$ cat config.mk
export PLATFORM = sky130hd
export DESIGN_NAME = msg_sched_rx
export DESIGN_NICKNAME = d
export VERILOG_FILES = /design/src/rtl/sha256_sched_pkg.sv /design/src/rtl/req_sync.sv /design/src/rtl/msg_sched_rx.sv
export SDC_FILE = /design/constraint.sdc
export NUM_CORES = 1
export LEC_CHECK = 0
export ABC_AREA = 1
export ABC_CLOCK_PERIOD_IN_PS = 4100
export BUFFER_PORTS_ARGS = -buffer_cell sky130_fd_sc_hd__buf_2
export CORE_MARGIN = 2
export CORE_UTILIZATION = 41
export CTS_BUF_LIST = sky130_fd_sc_hd__clkbuf_4 sky130_fd_sc_hd__clkbuf_8
export CTS_CLUSTER_DIAMETER = 40
export DETAILED_ROUTE_END_ITERATION = 10
export MAX_ROUTING_LAYER = met4
export PLACE_DENSITY_LB_ADDON = 0.3
export SLEW_MARGIN = 0
export SYNTH_ARGS = -nofsm -noshare
export SYNTH_HDL_FRONTEND = slang
export SYNTH_SLANG_ARGS = --single-unit
$ cat constraint.sdc
create_clock -name clk -period 4.1 [get_ports clk]
set_clock_uncertainty 0.1 [all_clocks]
set_input_delay 0.41 -clock clk [delete_from_list [all_inputs] [get_ports clk]]
set_output_delay 0.41 -clock clk [all_outputs]
set_load 0.005 [all_outputs]
$ cat src/rtl/sha256_sched_pkg.sv
// rtl/sha256_sched_pkg.sv - shared types, constants and sigma helpers for the schedule expander
package sha256_sched_pkg;

   localparam int WORD_W     = 32;
   localparam int WIN_DEPTH  = 16;
   localparam int LOAD_WORDS = 16;

   typedef enum logic [1:0] {LOAD, EXPAND, DRAIN} state_t;

   // small sigma 0: ROTR7 ^ ROTR18 ^ SHR3
   function automatic logic [WORD_W-1:0] sigma0(input logic [WORD_W-1:0] x);
      return {x[6:0], x[31:7]} ^ {x[17:0], x[31:18]} ^ (x >> 3);
   endfunction

   // small sigma 1: ROTR17 ^ ROTR19 ^ SHR10
   function automatic logic [WORD_W-1:0] sigma1(input logic [WORD_W-1:0] x);
      return {x[16:0], x[31:17]} ^ {x[18:0], x[31:19]} ^ (x >> 10);
   endfunction

endpackage

$ cat src/rtl/req_sync.sv
// rtl/req_sync.sv - flop-chain synchroniser for the asynchronous ring request
module req_sync #(
   parameter int STAGES = 2
) (
   input  logic clk,
   input  logic rst_,
   input  logic d,
   output logic q
);

   logic [STAGES-1:0] chain;

   // shift the asynchronous request through the metastability chain
   always_ff @(posedge clk or negedge rst_) begin
      if (!rst_) begin
         chain <= '0;
      end else begin
         chain <= {chain[STAGES-2:0], d};
      end
   end

   assign q = chain[STAGES-1];

endmodule

$ cat src/rtl/msg_sched_rx.sv
// rtl/msg_sched_rx.sv - SHA-256 message schedule expander fed by a four-phase word ring
module msg_sched_rx
   import sha256_sched_pkg::*;
#(
   parameter int ROUNDS      = 64,
   parameter int SYNC_STAGES = 2
) (
   input  logic              clk,
   input  logic              rst_,
   input  logic              req,
   input  logic [WORD_W-1:0] din,
   output logic              ack,
   output logic [WORD_W-1:0] w_out,
   output logic [5:0]        w_idx,
   output logic              w_valid,
   input  logic              w_ready,
   output logic              done
);

   localparam logic [5:0] LAST_IDX  = 6'(ROUNDS - 1);
   localparam logic [5:0] LAST_LOAD = 6'(LOAD_WORDS - 1);

   state_t            state;
   logic [5:0]        cnt;
   logic [WORD_W-1:0] win [WIN_DEPTH];
   logic              req_s;
   logic              slot_free;
   logic              drain_done;
   logic              capture;
   logic              expand_step;
   logic [WORD_W-1:0] w_next;

   req_sync #(.STAGES(SYNC_STAGES)) u_req_sync (
      .clk (clk),
      .rst_(rst_),
      .d   (req),
      .q   (req_s)
   );

   assign slot_free   = !w_valid || w_ready;
   assign drain_done  = (state == DRAIN) && w_valid && w_ready;
   // the last word leaving DRAIN frees the slot, so a waiting request may land on that same edge
   assign capture     = req_s && !ack && slot_free && ((state == LOAD) || drain_done);
   assign expand_step = (state == EXPAND) && slot_free;
   // win[15] is W[t-1], so win[14]=W[t-2], win[9]=W[t-7], win[1]=W[t-15], win[0]=W[t-16]
   assign w_next      = sigma1(win[14]) + win[9] + sigma0(win[1]) + win[0];

   // sliding window: shift in each new word, start a fresh all-zero window at block end
   always_ff @(posedge clk or negedge rst_) begin
      if (!rst_) begin
         for (int i = 0; i < WIN_DEPTH; i++) win[i] <= '0;
      end else if (capture || expand_step) begin
         for (int i = 0; i < WIN_DEPTH - 1; i++) win[i] <= drain_done ? '0 : win[i+1];
         win[WIN_DEPTH-1] <= capture ? din : w_next;
      end else if (drain_done) begin
         for (int i = 0; i < WIN_DEPTH; i++) win[i] <= '0;
      end
   end

   // block sequencer with registered handshake and output-slot register
   always_ff @(posedge clk or negedge rst_) begin
      if (!rst_) begin
         state   <= LOAD;
         cnt     <= '0;
         ack     <= 1'b0;
         w_out   <= '0;
         w_idx   <= '0;
         w_valid <= 1'b0;
         done    <= 1'b0;
      end else begin
         done <= 1'b0;
         if (!req_s) ack <= 1'b0;
         if (w_valid && w_ready) w_valid <= 1'b0;
         if (drain_done) begin
            done  <= 1'b1;
            cnt   <= '0;
            state <= LOAD;
         end
         if (capture) begin
            w_out   <= din;
            w_idx   <= drain_done ? 6'd0 : cnt;
            w_valid <= 1'b1;
            ack     <= 1'b1;
            cnt     <= drain_done ? 6'd1 : cnt + 6'd1;
            if (!drain_done && cnt == LAST_LOAD) state <= EXPAND;
         end else if (expand_step) begin
            w_out   <= w_next;
            w_idx   <= cnt;
            w_valid <= 1'b1;
            cnt     <= cnt + 6'd1;
            if (cnt == LAST_IDX) state <= DRAIN;
         end
      end
   end

endmodule

# Yosys cells after proc, flatten, opt, wreduce, memory -nomap -nowiden
# Index checks and enable logic that the tools add are counted.
# totals
regBits,563
in_bits,36
output_inout_bits,41
elab_cells,92
# op_classes
n_addsub,4
eq_ne,5
n_mux,37
bitwise,4
reduce_logical,18
# op_table
cell,n
$mux W512,2
$mux W32,18
$add A32 B32 Y32,3
$xor A32 B32 Y32,2
$mux W6,6
$xor A32 B22 Y32,1
$xor A32 B29 Y32,1
$mux W2,5
$logic_and A1 B1 Y1,8
$add A6 B1 Y6 const B,1
$eq A6 B4 Y1 const B,1
$eq A6 B6 Y1 const B,1
$mux W1,6
$reduce_bool A2 Y1,2
$logic_not A1 Y1,3
$logic_or A1 B1 Y1,3
$reduce_bool A3 Y1,1
$eq A2 B1 Y1 const B,1
$eq A2 B2 Y1 const B,1
$logic_not A2 Y1,1
$ne A2 B2 Y1 const B,1

# Logic depth before layout (Yosys ltp)
# Gate-level depths: netlist of the first run.
# depth
ltp_word,7
ltp_mapped,21
mapped_depth_nobuf,20

# Hierarchy
# From an unflattened synthesis of the first run, not the netlist that was laid out.
# hier_totals
cells_unflattened,3012
area_unflattened_um2,27067.2
# modules_own_cells
module,n_inst,cells_per_inst,area_each_um2,seq_area_each_um2
msg_sched_rx,1,3010,27017.2,14038.5
req_sync,1,2,50.0,50.0

# Worst setup path after synthesis of the first run
# Ideal clock, no wire load.
# synth_timing
path_kind,flip-flop to flip-flop
start,reg win[50] in the netlist's numbering
end,reg w_out[29]
setup_time_ps,118
arrival_time_ps,3298
path_slack_ps,584
path_stages_with_launch,20
n_path_buf,1
synth_period_minus_slack_ps,3516
path_cell_list,dfrtp_1 -> clkbuf_1 -> xnor2_1 -> xor2_1 -> fa_1 -> fa_1 -> inv_1 -> ha_1 -> inv_1 -> fa_1 -> inv_1 -> nand3_1 -> nand3_1 -> nand3_1 -> nand3_1 -> nand2_1 -> nand3_1 -> nand3_1 -> nand2_1 -> nand2_1
# synth_via
elab_chain_len,7
# synth_rtl
element,line_no,rtl
from (decl),msg_sched_rx.sv:25,logic [WORD_W-1:0] win [WIN_DEPTH];
"from (signal, indexed assignment)",msg_sched_rx.sv:54,win[WIN_DEPTH-1] <= capture ? din : w_next;
$xor A32 B32 Y32,sha256_sched_pkg.sv:17,"return {x[16:0], x[31:17]} ^ {x[18:0], x[31:19]} ^ (x >> 10);"
$xor A32 B22 Y32 *,sha256_sched_pkg.sv:17,
$add A32 B32 Y32 * (3 in a row),msg_sched_rx.sv:46,assign w_next = sigma1(win[14]) + win[9] + sigma0(win[1]) + win[0];
$mux W32 *,msg_sched_rx.sv:86,end else if (expand_step) begin
$mux W32 *,msg_sched_rx.sv:79,if (capture) begin
to (signal assigned),msg_sched_rx.sv:80,w_out <= din;
to (signal assigned),msg_sched_rx.sv:87,w_out <= w_next;
to (decl),msg_sched_rx.sv:13,"output logic [WORD_W-1:0] w_out,"
# Every way passes the cells marked *; elsewhere a longest branch is shown, timed or not. The select of a mux whose other input is x is not followed.
# A chain may end at the register's enable or synchronous reset.

# Worst setup path after layout of the first run
# layout_timing
start,reg win[54] in the netlist's numbering
end,reg w_out[15]
# Same word-level chain as after synthesis.

==> results of run 1 <==
## final cells by class
type                            count  share of cell area
Antenna cell                        1           0.0000812
Inverter                          428              0.0528
Sequential cell                   563               0.457
Clock buffer                      145              0.0599
Multi-Input combinational cell   1802               0.340
Timing Repair Buffer              162              0.0424
Clock inverter                     36              0.0123
Tap cell                          864              0.0351
## registers in the layout, indices dropped and copies added (netlist names)
signal            flops
w_valid               1
cnt                   6
w_idx                 6
ack                   1
win                 512
state                 2
u_req_sync.chain      2
w_out                32
done                  1
## layout by cell type, fill, tap and decap left out, types with 61 or more instances in the layout
cell and n:
xor2_1 69, inv_1 422, buf_2 75, o21ai_1 154
dfrtp_1 559, fa_1 61, nand2_1 667, o31ai_1 189
o21ai_0 122, xnor2_1 63, nand3_1 318, clkbuf_8 121
## worst register-to-register path: stages, from the launching register on
cell	delay [ps]
dfrtp_1	520
xnor2_2	300
xor2_1	230
fa_1	480
fa_1	510
inv_1	50
ha_1	410
nand2_1	140
nor2_2	230
and2_1	160
nand2_1	50
nand2_1	200
xor2_1	160
a21boi_1	270
nand2_1	90
## per-layer routing
metal / wire length [um] / vias to the layer above / GRT usage
li1: - / 9754 / -
met4: 1940 / 0 / 0.0713
met2: 34400 / 529 / 0.339
met3: 4770 / 120 / 0.0509
met5: 0 / - / -
met1: 35200 / 10200 / 0.330
## logic make-up (layout without fill, tap and decap cells)
| group | Yosys count | in the layout | synth area share |
|---|---|---|---|
| adders and majority gates | 94 | 94 | 0.0605 |
| DFF | 563 | 563 | 0.519 |
| xor gates and xnor gates | 138 | 138 | 0.0446 |
| and+or+nand+nor | 1051 | 1051 | 0.163 |
| other | 0 | 1 | 0 |
| buffers and inverters | 648 | 771 | 0.0965 |
| AOI/OAI and AO/OA | 519 | 519 | 0.116 |
## Yosys cell counts (all sizes together)
master,instances
fa,62
o21a,1
o22ai,17
inv,427
and2,2
o21ai,276
o21bai,2
a21boi,3
a21oi,20
nor4,1
xnor2,68
a22o,2
o31ai,189
dfrtp,563
nand4,2
ha,32
buf,108
clkbuf,112
nor2,44
nand2,669
a22oi,8
nand3,320
o211ai,1
or2,1
nor3,8
clkinv,1
nand3b,4
xor2,70
## worst paths after layout
kind | cells after the start | slack [ps] | to
worst max-delay path | 14 | 100 | w_out[15]
worst min-delay path | 5 | 80 | w_out[5]
worst max register to register | 14 | 100 | w_out[15]
worst min register to register | 0 | 250 | u_req_sync.chain[1]
max in group asynchronous | 3 | 2610 | w_out[18]
min in group asynchronous | 2 | 300 | done
## through the flow
step | setup TNS, ps | utilization
after global placement | -217 | 0.430
after floorplan | 0 | -
after global routing | -66.6 | 0.470
final | 0 | 0.470
after CTS | 0 | 0.469
after detailed placement | -135 | 0.430
## what timing repair did
item                                    4_1_cts  5_1_grt
setup buffers                                 0        0
endpoints found under the hold margin       155        0
endpoints found under the setup margin        2       18
hold buffers                                 34        0
resized for setup                             2       15
pin swaps                                     0        1
==> results_dict.tcl, run 1 <==
set metrics [dict create \
    path_delay_family "adder cells" \
    cp_num_buf_inv 1 \
    end_kind "register" \
    dpl_cell_area_sq_um 28200 \
    r2r-start "win[54]" \
    drc 0 \
    dp_cells 3785 \
    post-place-ws_ps -69.8 \
    die_height_um 261 \
    dp_hpwl_um 49000 \
    drtIter0Drc 1944 \
    syn_area_sq_um 27100 \
    finalNetCount 3186 \
    grt_pass1_wl_um 120000 \
    worstSkewPairLatency_ps 710 \
    cp-start-kind "register" \
    grt_pass1_vias 20300 \
    grt_overflow 0 \
    syn_avg_cell_area_sq_um 9.00 \
    ys_warn_count 0 \
    crit_top_cell "nand2_1" \
    viasPerCell 5.16 \
    fill_cells 6252 \
    regArea_sq_um 14100 \
    ys_ff_latch 563 \
    min_path_type "in2reg" \
    die_area_sq_um 68200 \
    cts.clk_slew.worst_paths_ps 60 \
    stdcell_area_sq_um 30800 \
    io_pins 77 \
    fmax_mhz 250 \
    cts_buffers 99 \
    setup.worst_path.start "win[54]" \
    grt_util_all_layers 0.235 \
    postSynthCellCount 3013 \
    drtAntennaViolNets 0 \
    start_util 0.413 \
    period_minus_slack_ps 4000 \
    cp_slowest_cell "dfrtp_1" \
    cpPeakStageDelay_ps 520 \
    critPathMaxFanout 5 \
    multi_input_area_sq_um 10500 \
    fin_ws_ps 105 \
    die_w_um 261 \
    hold_ws_ps 83.2 \
    synth_fp_nets 3143 \
    syn_to_final_growth_pct 13.7 \
    drtPass1Iterations 6 \
    ys_types 39 \
    grt_max_degree 188 \
    synth.top_cell.area_share 0.519 \
    worst-slew-pin-transition_ps 908 \
    hold_viol 0 \
    worstPathArrival_ps 4470 \
    io_buffers 76 \
    synth_area_leader_cell "dfrtp_1" \
    clock_sinks 563 \
    htree_num_levels 3 \
    root_buffer "clkbuf_8" \
    drive_gt1_frac 0.107 \
    ys_seq_area_frac 0.519 \
    wirelength_um 76300 \
    setup_viol 0 \
    antenna_found_initial 1 \
    fin_crit_sh 0.974 \
    cap_viol_max_count 0 \
    hold_start "din[5]" \
    clk_path_buf_depth 3 \
    num_rows 94 \
    critPathKind "reg2reg" \
    slew_violations 0 \
    layout.cells.non_filler 4001 \
    crit_chain "xnor2_2, xor2_1, fa_1, fa_1, inv_1, ha_1, nand2_1, nor2_2, and2_1, nand2_1, nand2_1, xor2_1, a21boi_1, nand2_1" \
    outcome "finished clean" \
    core_area_sq_um 65600 \
    tritoncts "done" \
    synth_top_cells_by_area "dfrtp_1 (52%), nand2_1 (9.2%), nand3_1 (5.9%), inv_1 (5.9%), o31ai_1 (5.2%)" \
    place_congestion 0.933 \
    num_vias 20600 \
    wire_per_inst_um 19.1 \
    worstPathRequired_ps 4580 \
    maxSlewHeadroom 0.394 \
]
Power of run 1 is left out: the tool's default activity adds up to more than one toggle a clock period on the data nets, which glitch-free logic cannot reach.
==> run 2: changes to the inputs <==
- ABC_AREA: 1 -> not set
- RECOVER_POWER: not set -> 25
==> run 2 against run 1 <==
  * The run now ends with capacitance limit, slew limit left
  * Sequential share of layout area decreased by 0.60 points
  * Count of clock-buffer cells in the layout decreased by 2
  * Area after synthesis decreased by 1.6%
  * Fmax decreased by 0.66%
  * Critical path type unchanged
  * Critical endpoint is now win[24]
==> results_dict.tcl, run 2 <==
set metrics [dict create \
    tritoncts "done" \
    syn_to_final_growth_pct 17.1 \
    die_height_um 259 \
    grt_pass1_vias 20200 \
    final_common_cell "nand2_1" \
    stdcell_area_sq_um 31300 \
    p_leak_nw 14.4 \
    ys_seq_area_frac 0.528 \
    maxSlewHeadroom -0.730 \
    clk_path_buf_depth 3 \
    ys_types 57 \
    min_path_type "in2reg" \
    final_cell_mix "nand2_1 (1070), dfrtp_1 (555), a21oi_1 (518)" \
    n_antenna_cell 0 \
    synth_flop_cell "dfrtp_1" \
    syn_area_sq_um 26700 \
    worst-slew-pin-transition_ps 2600 \
    finalNetCount 3255 \
    dp_hpwl_um 47800 \
    cp_slowest_cell "fa_1" \
    grt_pass1_wl_um 114000 \
    start_util 0.414 \
    worstSkewPairLatency_ps 710 \
    violations "capacitance limit, slew limit" \
    ys_warn_count 0 \
    io_pins 77 \
    grt_max_degree 169 \
    crit_chain "buf_6, xor2_2, xnor2_1, buf_4, fa_1, fa_1, inv_2, ha_4, and4_4, nand2_1, or4b_4, o21ai_4, a31oi_1, xor2_1, o211ai_1" \
    setup_viol 0 \
    grt_util_all_layers 0.220 \
    core_area_sq_um 64500 \
    cap_viol_max_count 1 \
    drtIter0Drc 1936 \
    synth.top_cell.area_share 0.528 \
    synth_area_leader_cell "dfrtp_1" \
    ys_ff_latch 563 \
    cts.clk_slew.worst_paths_ps 70 \
    hold_viol 0 \
    fin_crit_sh 0.981 \
    end_kind "register" \
    drive_gt1_frac 0.138 \
    root_buffer "clkbuf_8" \
    reg.largest.list "win: 512 flops, w_out: 32 flops" \
    synth_fp_nets 3144 \
    synthTopCellsByCount "nand2_1 (1070), dfrtp_1 (563), a21oi_1 (526)" \
    rsz0062_at_grt "true" \
    io_buffers 76 \
    fill_cells 6199 \
    worstPathRequired_ps 4570 \
    dp_cells 3843 \
    wirelength_um 71400 \
    layout.cells.non_filler 4050 \
    dpl_cell_area_sq_um 28600 \
    worstPathArrival_ps 4490 \
    period_minus_slack_ps 4020 \
    drc 0 \
    powerDensity_nw_per_um2 356 \
    synth_edf_count 0 \
    synth_top_cells_by_area "dfrtp_1 (53%), nand2_1 (15%), a21oi_1 (9.9%), fa_1 (4.6%), xnor2_1 (2.6%)" \
    syn_avg_cell_area_sq_um 8.86 \
    viasPerCell 5.13 \
    slew_violations 90 \
    num_vias 20800 \
    cp_num_buf_inv 3 \
    synthArstFlopShare 1.00 \
    die_area_sq_um 67200 \
    num_rows 93 \
    critPathKind "reg2reg" \
    ir_drop_uv 219 \
    yosysMostFrequentCell "nand2_1" \
    fmax_mhz 249 \
    largest_reg_flops 512 \
    drtPass1Iterations 6 \
    htree_num_levels 3 \
    fin_util 0.485 \
    critPathMaxFanout 3 \
    crit_top_cell "fa_1" \
    drtAntennaViolNets 0 \
    cp-start-kind "register" \
    cpPeakStageDelay_ps 510 \
    postSynthCellCount 3014 \
    wire_per_inst_um 17.6 \
    cts_buffers 96 \
    die_w_um 259 \
    clock_sinks 563 \
    top_register "win" \
    path_delay_family "adder cells" \
    outcome "complete, but fails checks" \
    place_congestion 0.956 \
    grt_overflow 0 \
    antenna_found_initial 0 \
]
==> run 2: cell types whose count changed after synthesis, sizes merged, moves of 52 or more <==
cell,previous run,this run
nand3,320,17
o21ai,276,45
nand2,669,1070
a21oi,20,526
o31ai,189,4
inv,427,124
buf,108,56
clkbuf,112,176
==> run 2: logic make-up (layout without fill, tap and decap cells) <==
kind of cell / after synthesis / count (layout) / share of synthesized area
AND/OR/NAND/NOR: 1174 / 1174 / 0.171
AO/OA/AOI/OAI: 679 / 679 / 0.139
flip-flops: 563 / 563 / 0.528
buffers and inverters: 356 / 537 / 0.0521
XOR/XNOR: 141 / 141 / 0.0462
adder cells (fa/ha/maj): 94 / 94 / 0.0615
multiplexers: 7 / 7 / 0.00262
==> run 2: metrics by stage <==
stage	setup TNS, ps	setup WS, ps	hold slack, ps	total power, mW
floorplan	0	81.7	14.4	5.66
global placement	-247	-74.6	253	5.82
detailed placement	-570	-101	244	5.82
finish	0	78.1	168	11.1
CTS	-37.8	-23.7	101	11.3
global route	-253	-47.4	169	11.6
==> run 2: final timing paths <==
check	from	endpoint	slack (ps)	depth (start not counted)
max	win[32]	win[24]	80	15
min	din[5]	win[5]	170	5
max reg2reg	win[32]	win[24]	80	15
min reg2reg	u_req_sync.chain[0]	u_req_sync.chain[1]	270	0
max in group asynchronous	rst_	win[432]	580	3
min in group asynchronous	rst_	cnt[5]	950	2
==> run 2: metal layers <==
| metal | track usage | vias up | wire (um) |
|---|---|---|---|
| met4 | 0.0803 | 0 | 2220 |
| met3 | 0.0362 | 105 | 3470 |
| met1 | 0.305 | 10300 | 33400 |
| met5 | - | - | 0 |
| li1 | - | 9894 | - |
| met2 | 0.326 | 500 | 32400 |
==> run 2: final cells by class <==
type	count	area, sq um	share of cell area
clock buffers	143	1760	0.0562
inverters	124	465	0.0149
well taps	855	1070	0.0342
clock inverters	25	289	0.00925
flip-flops and latches	563	14100	0.451
multi-input cells	2095	11600	0.370
repair buffers	245	2010	0.0642
==> run 2: what timing repair did <==
action / in CTS / in global routing
setup buffers: 1 / 5
gates resized for setup: 7 / 64
pin swaps: 2 / 20
hold buffers: 33 / 0
endpoints found under the setup margin: 17 / 46
endpoints found under the hold margin: 144 / 0
gates cloned: 0 / 0
==> run 2: worst reg2reg max path: stages (launching register included) <==
cell      delay, ps
dfrtp_2         450
buf_6           130
xor2_2          140
xnor2_1         140
buf_4           140
fa_1            450
fa_1            510
inv_2            50
ha_4            270
and4_4          250
nand2_1          60
or4b_4          500
o21ai_4         240
a31oi_1         130
xor2_1          230
o211ai_1        110
==> run 2: where the power goes <==
part | internal [mW] | switching [mW]
Combinational | 0.0442 | 0.123
Sequential | 5.56 | 0.000365
Clock | 3.06 | 2.35
Power figures use the tool's default switching activity.
